File: src/rtl/traffic_light_monitor.sv
// traffic_light_monitor: passive watchdog for the traffic light bus; checks
// encoding, phase order and per-phase dwell time, and counts completed cycles.
module traffic_light_monitor #(
  parameter int RED_MIN = 4,
  parameter int RED_MAX = 6,
  parameter int GREEN_MIN = 4,
  parameter int GREEN_MAX = 6,
  parameter int YELLOW_CYCLES = 2,
  parameter int CNT_W = 8
) (
  input  logic        clk,
  input  logic        rst_n,
  input  logic [2:0]  light,
  input  logic        clr_err,
  output logic [1:0]  phase,
  output logic        err_illegal,
  output logic        err_seq,
  output logic        err_timing,
  output logic        err_sticky,
  output logic [15:0] cycles_done
);
  typedef enum logic [1:0] {SYNC, RED, GREEN, YELLOW} state_t;
  state_t state, code, succ;
  logic [CNT_W-1:0] dwell, max_d, min_d;
  logic unchecked, flagged, one_hot, short_exit, ill_e, seq_e, tim_e;
  assign phase = state;
  always_comb begin
    one_hot = light == 3'b100 || light == 3'b010 || light == 3'b001;
    code = light[2] ? RED : light[0] ? GREEN : YELLOW;
    succ = state == RED ? GREEN : state == GREEN ? YELLOW : RED;
    max_d = state == RED ? CNT_W'(RED_MAX) : state == GREEN ? CNT_W'(GREEN_MAX) : CNT_W'(YELLOW_CYCLES);
    min_d = state == RED ? CNT_W'(RED_MIN) : state == GREEN ? CNT_W'(GREEN_MIN) : CNT_W'(YELLOW_CYCLES);
    // an overrun phase was already reported; the first RED after SYNC has an unknown start
    short_exit = !flagged && !(state == RED && unchecked) && dwell < min_d;
    ill_e = !one_hot;
    seq_e = one_hot && state != SYNC && code != state && code != succ;
    tim_e = one_hot && state != SYNC && ((code == state && dwell == max_d) || (code == succ && short_exit));
  end
  always_ff @(posedge clk or negedge rst_n) begin
    if (!rst_n) begin
      state <= SYNC;
      dwell <= '0;
      unchecked <= 1'b0;
      flagged <= 1'b0;
      err_illegal <= 1'b0;
      err_seq <= 1'b0;
      err_timing <= 1'b0;
      err_sticky <= 1'b0;
      cycles_done <= '0;
    end else begin
      err_illegal <= ill_e;
      err_seq <= seq_e;
      err_timing <= tim_e;
      err_sticky <= ill_e || seq_e || tim_e || (err_sticky && !clr_err);
      if (!one_hot || seq_e) begin
        state <= SYNC;
        dwell <= '0;
      end else if (state == SYNC) begin
        if (code == RED) begin
          state <= RED;
          dwell <= CNT_W'(1);
          unchecked <= 1'b1;
          flagged <= 1'b0;
        end
      end else if (code == state) begin
        if (dwell != '1) dwell <= dwell + CNT_W'(1);
        if (dwell == max_d) flagged <= 1'b1;
      end else begin
        state <= code;
        dwell <= CNT_W'(1);
        unchecked <= 1'b0;
        flagged <= 1'b0;
        if (state == YELLOW && cycles_done != 16'hFFFF) cycles_done <= cycles_done + 16'd1;
      end
    end
  end
endmodule

File: config.mk
export PLATFORM = sky130hd
export DESIGN_NAME = traffic_light_monitor
export DESIGN_NICKNAME = d
export VERILOG_FILES = /design/src/rtl/traffic_light_monitor.sv
export SDC_FILE = /design/constraint.sdc
export NUM_CORES = 1
export LEC_CHECK = 0
export ABC_CLOCK_PERIOD_IN_PS = 2200
export CAP_MARGIN = 0
export CORE_ASPECT_RATIO = 0.8
export CORE_UTILIZATION = 49
export CTS_CLUSTER_DIAMETER = 60
export DETAILED_ROUTE_END_ITERATION = 16
export PLACE_DENSITY = 0.76
export SLEW_MARGIN = 10
export SYNTH_ARGS = -nofsm -noshare
export SYNTH_HDL_FRONTEND = slang
export SYNTH_SLANG_ARGS = --single-unit
export TNS_END_PERCENT = 20
File: constraint.sdc
create_clock -name clk -period 2.2 [get_ports clk]
set_clock_uncertainty 0.15 [all_clocks]
set_input_delay 0.44 -clock clk [delete_from_list [all_inputs] [get_ports clk]]
set_output_delay 0.44 -clock clk [all_outputs]
set_load 0.01 [all_outputs]
==> impl_results.md, run 1 <==
- Die width: just over 70 microns
- Clock buffer depth: 2
- CP max FO: 5
- Number of synthesis warnings: 0
- Syn Nets: 216
- Pre-Repair DR Iteration Count: 4
- Area fraction in compound gates after synthesis: 0.1296
- DR vias/cell: 5.699
- Design Area, Final: 2700 sq um
- Routability Congestion: 0.9096
- Worst slew pin tran: 0.5128 ns
- Crit path kind: reg2reg
- I/O pins: 28
- Clock buffer count from CTS: 5
- GRT met2 Usage: 0.3687
- Final Max Tran Viols: 0
- Failing checks: negative setup slack
- CP max stage cell: dfrtp_2
- DP Area: around 2500 sq um
- Cell area after synthesis: roughly 1900 sq um
- Clock slew at reported path FFs: 0.07 ns
- Largest net degree at the start of global routing: 22
- PortBufs: 27
- WP data required: 2.22 ns
- DRC viols: 0
- Worst-skew pair later-pin latency: 0.28 ns
- Nets: 279
- Die ar.: 4115 sq um
- Final worst slack: -0.06961 ns
- Vias in the first global route: 1653
- Min Tclk post-route: ~2.3 ns
- Height of the die: 57.58 microns
- Met1 Track Usage GR: 0.3649
- Primary FF master, synth: dfrtp_1
- Post-synth ARST share: 1.000
- Max Freq: 440.6 MHz
- Worst Path Arrival: around 2.3 ns
- Total track usage: 0.2470
- RSZ-0062 raised after global routing: yes
- Synth Area in Simple Gates: 0.2513
- Pwr dens: ~640 nW/um^2
- Worst slew margin: 0.6545
- Count of clock tree sinks: 32
- Global-route wire length before repair: 7672 microns
- Max-cap check violation count: 0
- Max H-tree Level: 2
- Vias: roughly 1800
- GR Util met3: 0.04240
- Initial antenna violation count: 0
- Finish-stage setup viols: 7
- Hold buffers post-CTS: 0
- DP Wirelength: 3358 microns
- Layout cell share with drive strength beyond 1: 0.2809
- Wire per inst: between 15 and 20 microns
- Xor-xnor portion of the synthesized cell area: 0.1065
- Average size of a mapped cell: 9.319 sq um
- Initial core utilization: 0.5305
- Final Hold Fails: 0
- Core Area: around 3600 sq um
- Area delta synth->final: 42.72%
- CP Cell Sequence: buf_12 > ha_4 > a211oi_2 > a31oi_1 > o31ai_4 > nand4_4 > or3_4 > xnor2_1
- Final wirelength: 4640 microns
- Rows: 19
- Worst VDD drop: 0.0004415 V
- Register area share after synthesis: 0.4233
- Grt ovf: 0
- Pleak: 1.238 nW
- Final ANT Viol Nets: 0
- Largest family of logic cells by synthesized area: simple AND/OR/NAND/NOR gates
- Post-synthesis adder-cell area fraction: 0.04630
- N_diodes: 0
- Top Usage Layer GRT: met2
- Synth Instances: a little over 200
- Synth Register Bits: 32
- Max incr delay on CP: 0.43 ns
- Worst setup SP type: register
- Root Driver: clkbuf_8
- Mux contribution to synthesized area: 0
- Post-synthesis cell type count: 48
- Post-CTS setup buffers: 0
- Initial drt markers: 120
- CTS tree: yes
- Status: finished with violations
- Final cycle utilization of the critical path: 1.032
- Number of synthesized flops with an enable pin: 0
- Setup tns final: -0.2512 ns
- HP Class: in2async
- Worst setup EP type: register
==> where the power goes <==
part	total [W]	internal (W)	switching [W]
Sequential	0.000644	0.000618	0.0000254
Combinational	0.000524	0.000250	0.000274
Clock	0.000553	0.000336	0.000217
Total	0.00172	0.00120	0.000516
==> synth_stat cells (2+ instances only) <==
cell | number | area [sq um]
dfrtp_1 | 32 | 800.8
a21oi_1 | 7 | 35.03
a211oi_1 | 2 | 15.01
o22ai_1 | 2 | 12.51
nor4_1 | 5 | 31.28
nor2_1 | 14 | 52.55
nor3_1 | 6 | 30.03
nand2b_1 | 3 | 18.77
buf_2 | 2 | 10.01
inv_1 | 10 | 37.54
buf_4 | 3 | 22.52
nor2_2 | 2 | 12.51
nand3_1 | 9 | 45.04
or3_1 | 4 | 25.02
xnor2_1 | 8 | 70.07
clkbuf_1 | 2 | 7.510
and3_1 | 5 | 31.28
xor2_1 | 15 | 131.4
a31oi_1 | 5 | 31.28
or3b_1 | 2 | 17.52
o21ai_0 | 8 | 40.04
nand4_1 | 6 | 37.54
nand2_1 | 20 | 75.07
ha_1 | 7 | 87.58
==> state kept, by name (all words and copies together) (netlist names) <==
signal,flops
err_sticky,1
err_illegal,1
flagged,1
err_timing,1
unchecked,1
err_seq,1
phase,2
cycles_done,16
dwell,8
==> metrics by stage <==
| step | utilization | hold WS, ns | power (W) | setup WS [ns] | instances |
|---|---|---|---|---|---|
| 2_1_floorplan | - | -0.005591 | 0.0009083 | -0.1040 | 203 |
| 3_3_place_gp | 0.7007 | 0.3308 | 0.001128 | -0.3208 | 301 |
| 3_5_place_dp | 0.7007 | 0.3417 | 0.001138 | -0.3509 | 301 |
| 4_1_cts | 0.7407 | 0.3316 | 0.001706 | -0.05291 | 309 |
| 5_1_grt | 0.7572 | 0.3635 | 0.001801 | -0.1565 | 309 |
| 6_report | 0.7572 | 0.3311 | 0.001720 | -0.06961 | 309 |
==> area by class of cell <==
type / instances / area (sq um)
clock buffer: 6 / 72.57
inverter: 11 / 41.29
sequential: 32 / 803.3
timing repair buffer: 63 / 571.8
tap: 42 / 52.55
clock inverter: 2 / 35.03
multi-input combinational: 153 / 1124
fill: 246 / 865.8
==> placed cells by master, fill, tap and decap left out, types with 2 or more instances in the layout <==
| cell | count |
|---|---|
| nand4_1 | 6 |
| clkbuf_8 | 5 |
| buf_4 | 32 |
| o21ai_1 | 4 |
| or3_4 | 2 |
| o22ai_1 | 2 |
| xnor2_1 | 8 |
| dfrtp_1 | 30 |
| inv_2 | 3 |
| nor4_2 | 3 |
| nand2_1 | 20 |
| a21oi_1 | 6 |
| dfrtp_2 | 2 |
| o21ai_0 | 5 |
| nand3_1 | 9 |
| xor2_1 | 15 |
| or3_1 | 3 |
| a31oi_1 | 5 |
| nor2_2 | 3 |
| buf_6 | 3 |
| nor3_1 | 3 |
| dlymetal6s2s_1 | 3 |
| nand2b_1 | 3 |
| clkdlybuf4s50_1 | 24 |
| and3_1 | 4 |
| inv_1 | 8 |
| ha_1 | 6 |
| nor2_1 | 13 |
| nor3_2 | 4 |
==> cells by family (layout without fill, tap and decap cells) <==
family                     after synthesis  after routing
buffers and inverters                   18             82
and+or+nand+nor                         87             87
AOI/OAI and AO/OA                       36             36
adders and majority gates                7              7
DFF                                     32             32
xor gates and xnor gates                23             23
==> repair_timing <==
| action | CTS | global route |
|---|---|---|
| pin swaps | 6 | 7 |
| gates resized for setup | 8 | 17 |
| endpoints found under the setup margin | 14 | 23 |
==> metal layers <==
layer  share of wire  up-vias
met1            0.49      833
met5               0        -
met3           0.061        4
met4          0.0099        0
met2            0.44       67
li1                -      857
==> worst paths after layout <==
check	startpoint	end	slack (ns)	cells after the start
max in group asynchronous	rst_n	cycles_done[10]$_DFFE_PN0P_	1.31	2
min in group clk	cycles_done[5]$_DFFE_PN0P_	cycles_done[5]$_DFFE_PN0P_	0.35	1
min	rst_n	dwell[0]$_DFFE_PN0P_	0.33	2
max	phase[0]$_DFFE_PN0P_	cycles_done[8]$_DFFE_PN0P_	-0.07	8
min reg2reg	cycles_done[5]$_DFFE_PN0P_	cycles_done[5]$_DFFE_PN0P_	0.35	1
max reg2reg	phase[0]$_DFFE_PN0P_	cycles_done[8]$_DFFE_PN0P_	-0.07	8
==> critical path, delay by kind of cell, from the launching register on <==
kind	cells	cell delay, ns
buffers and inverters	1	0.14
flip-flops	1	0.43
AO/OA/AOI/OAI	3	0.63
XOR/XNOR	1	0.13
adder cells (fa/ha/maj)	1	0.15
AND/OR/NAND/NOR	2	0.53
Power figures use the tool's default switching activity.
==> run 2, diff against run 1 <==
- CTS_CLUSTER_SIZE: unset -> 25
==> results of run 2 <==
Final layout, timing and power as in run 1 (identical DEF).
==> run 3, diff against run 2 <==
- CORE_MARGIN: unset -> 2
- CORE_UTILIZATION: 49 -> 35
- PLACE_DENSITY: 0.76 -> unset
==> impl_results.md, run 3 (synthesis results as in run 1) <==
- Pleak: between 1 and 1.5 nW
- Core Area: 5122 sq um
- Hold buffers post-CTS: 0
- Vias: 1697
- M1 wire length: 2432 microns
- Finish-stage setup viols: 1
- Count of clock tree sinks: 32
- Worst slew margin: 0.6571
- Failing checks: negative setup slack
- Total chip power: 0.001683 W
- Routability Congestion: 0.8233
- Pwr dens: 623.6 nW/um^2
- Post-CTS setup buffers: 0
- DR top layer: met4
- Hold Startpoint: cycles_done[8]$_DFFE_PN0P_
- CP max FO: 4
- Die width: 86.20 microns
- Pre-Repair DR Iteration Count: 4
- Met2 routed WL: between 1500 and 2000 microns
- Max Freq: 454.1 MHz
- Final Hold Fails: 0
- Die ar.: 6013 sq um
- Height of the die: 69.76 microns
- Worst setup EP type: register
- Placement Setup Slack: -0.3313 ns
- Layout cell share with drive strength beyond 1: 0.2594
- Max H-tree Level: 2
- Crit path kind: reg2reg
- R2r setup slk: -0.002 ns
- Final ANT Viol Nets: 0
- Vias in the first global route: around 1500
- Worst reg2reg path depth: 8
- Worst-skew pair later-pin latency: 0.28 ns
- Clock buffer depth: 2
- Initial drt markers: 78
- Status: finished with violations
- Multi-input combinational cell area: 1121 sq um
- Worst slew pin tran: 0.5089 ns
- Most common cell after layout, fill and taps aside: buf_4
- Setup tns final: -0.002394 ns
- Final wirelength: ~4400 microns
- Max FFs per register: 16
- CP Capture Point: cycles_done[8]$_DFFE_PN0P_
- Final Max Tran Viols: 0
- Grt ovf: 0
- Hold slack: 0.3432 ns
- Fillers: 483
- Max incr delay on CP: 0.41 ns
- Initial antenna violation count: 0
- Area delta synth->final: 42.66%
- DRC viols: 0
- Rows: 23
- Clock slew at reported path FFs: approximately 0.07 ns
- Largest net degree at the start of global routing: 33
- Worst setup SP type: register
- Initial core utilization: 0.3693
- Final cycle utilization of the critical path: 1.001
- PortBufs: 27
- Clock buffer count from CTS: 5
- CTS tree: yes
- Total track usage: 0.1533
- Worst path depth: 8
- Final worst slack: -0.002394 ns
- I/O pins: 28
- Min Tclk post-route: ~2.2 ns
- Worst r2r src: phase[0]$_DFFE_PN0P_
- CP max stage cell: dfrtp_2
- RSZ-0062 raised after global routing: yes
- Biggest register: cycles_done
- CP Cell Sequence: buf_4 > ha_4 > a211oi_2 > a31oi_1 > o31ai_4 > nand4_4 > or3_1 > xnor2_1
- N_diodes: 0
- Wire per inst: 13.37 microns
- DR vias/cell: 5.174
- Crit path buf inv count: 1
- Worst Path Arrival: around 2.2 ns
- Global-route wire length before repair: around 7400 microns
- Nets: 278
- Most frequent cells in the layout: buf_4, dfrtp_1, clkdlybuf4s50_1
- Max-cap check violation count: 0
- Worst setup path startpoint: phase[0]$_DFFE_PN0P_
- HP Class: reg2reg
- Delay-heaviest family, CP: compound AO/OA/AOI/OAI gates
- Root Driver: clkbuf_8
- Worst VDD drop: 0.0002567 V
- Reg2reg end: cycles_done[8]$_DFFE_PN0P_
- Register Area: 803.3 sq um
- WL met3: 160 microns
- WP data required: 2.22 ns
- DP Wirelength: 3354 microns
run 3: worst min path at each step:
stage                     cells after the start                    endpoint  slack [ns]
after global routing                          1  cycles_done[8]$_DFFE_PN0P_        0.36
after detailed placement                      2       unchecked$_DFFE_PN0P_        0.33
after global placement                        1  cycles_done[5]$_DFFE_PN0P_        0.33
after floorplan                               0  cycles_done[0]$_DFFE_PN0P_      -0.006
after CTS                                     1  cycles_done[5]$_DFFE_PN0P_        0.35
final                                         1  cycles_done[8]$_DFFE_PN0P_        0.34
run 3: worst reg2reg max path: cells and delay by family, from the launching register on:
family,cells,cell delay (ns)
AOI/OAI and AO/OA,3,0.60
and+or+nand+nor,2,0.50
DFF,1,0.41
adders and majority gates,1,0.16
buffers and inverters,1,0.14
xor gates and xnor gates,1,0.13
run 3: area by class of cell:
| cell class | count | area share |
|---|---|---|
| Multi-Input combinational cell | 153 | 0.4154 |
| Sequential cell | 32 | 0.2976 |
| Timing Repair Buffer | 62 | 0.2031 |
| Tap cell | 62 | 0.02874 |
| Clock buffer | 6 | 0.02689 |
| Inverter | 11 | 0.01530 |
| Clock inverter | 2 | 0.01298 |
run 3: power by group:
part / internal [W] / switching [W] / total (W)
sequential: 0.000618 / 0.0000203 / 0.000639
combinational: 0.000232 / 0.000258 / 0.000489
clock: 0.000336 / 0.000219 / 0.000555
run 3: what timing repair did:
item	in CTS	in global routing
endpoints found under the setup margin	9	21
gates resized for setup	2	17
pin swaps	2	9
run 3: routing by layer:
layer  global-route usage  up-vias
li1                     -      855
met3              0.02857        5
met1               0.2480      804
met5                    0        -
met2               0.1990       33
met4              0.05208        0
run 3: stage by stage:
stage | utilization | std cells | area [sq um]
final | 0.5269 | 328 | 2699
after global routing | 0.5269 | 328 | 2699
after CTS | 0.5120 | 328 | 2623
after detailed placement | 0.4888 | 320 | 2504
after global placement | 0.4888 | 320 | 2504
after floorplan | - | 203 | 1937
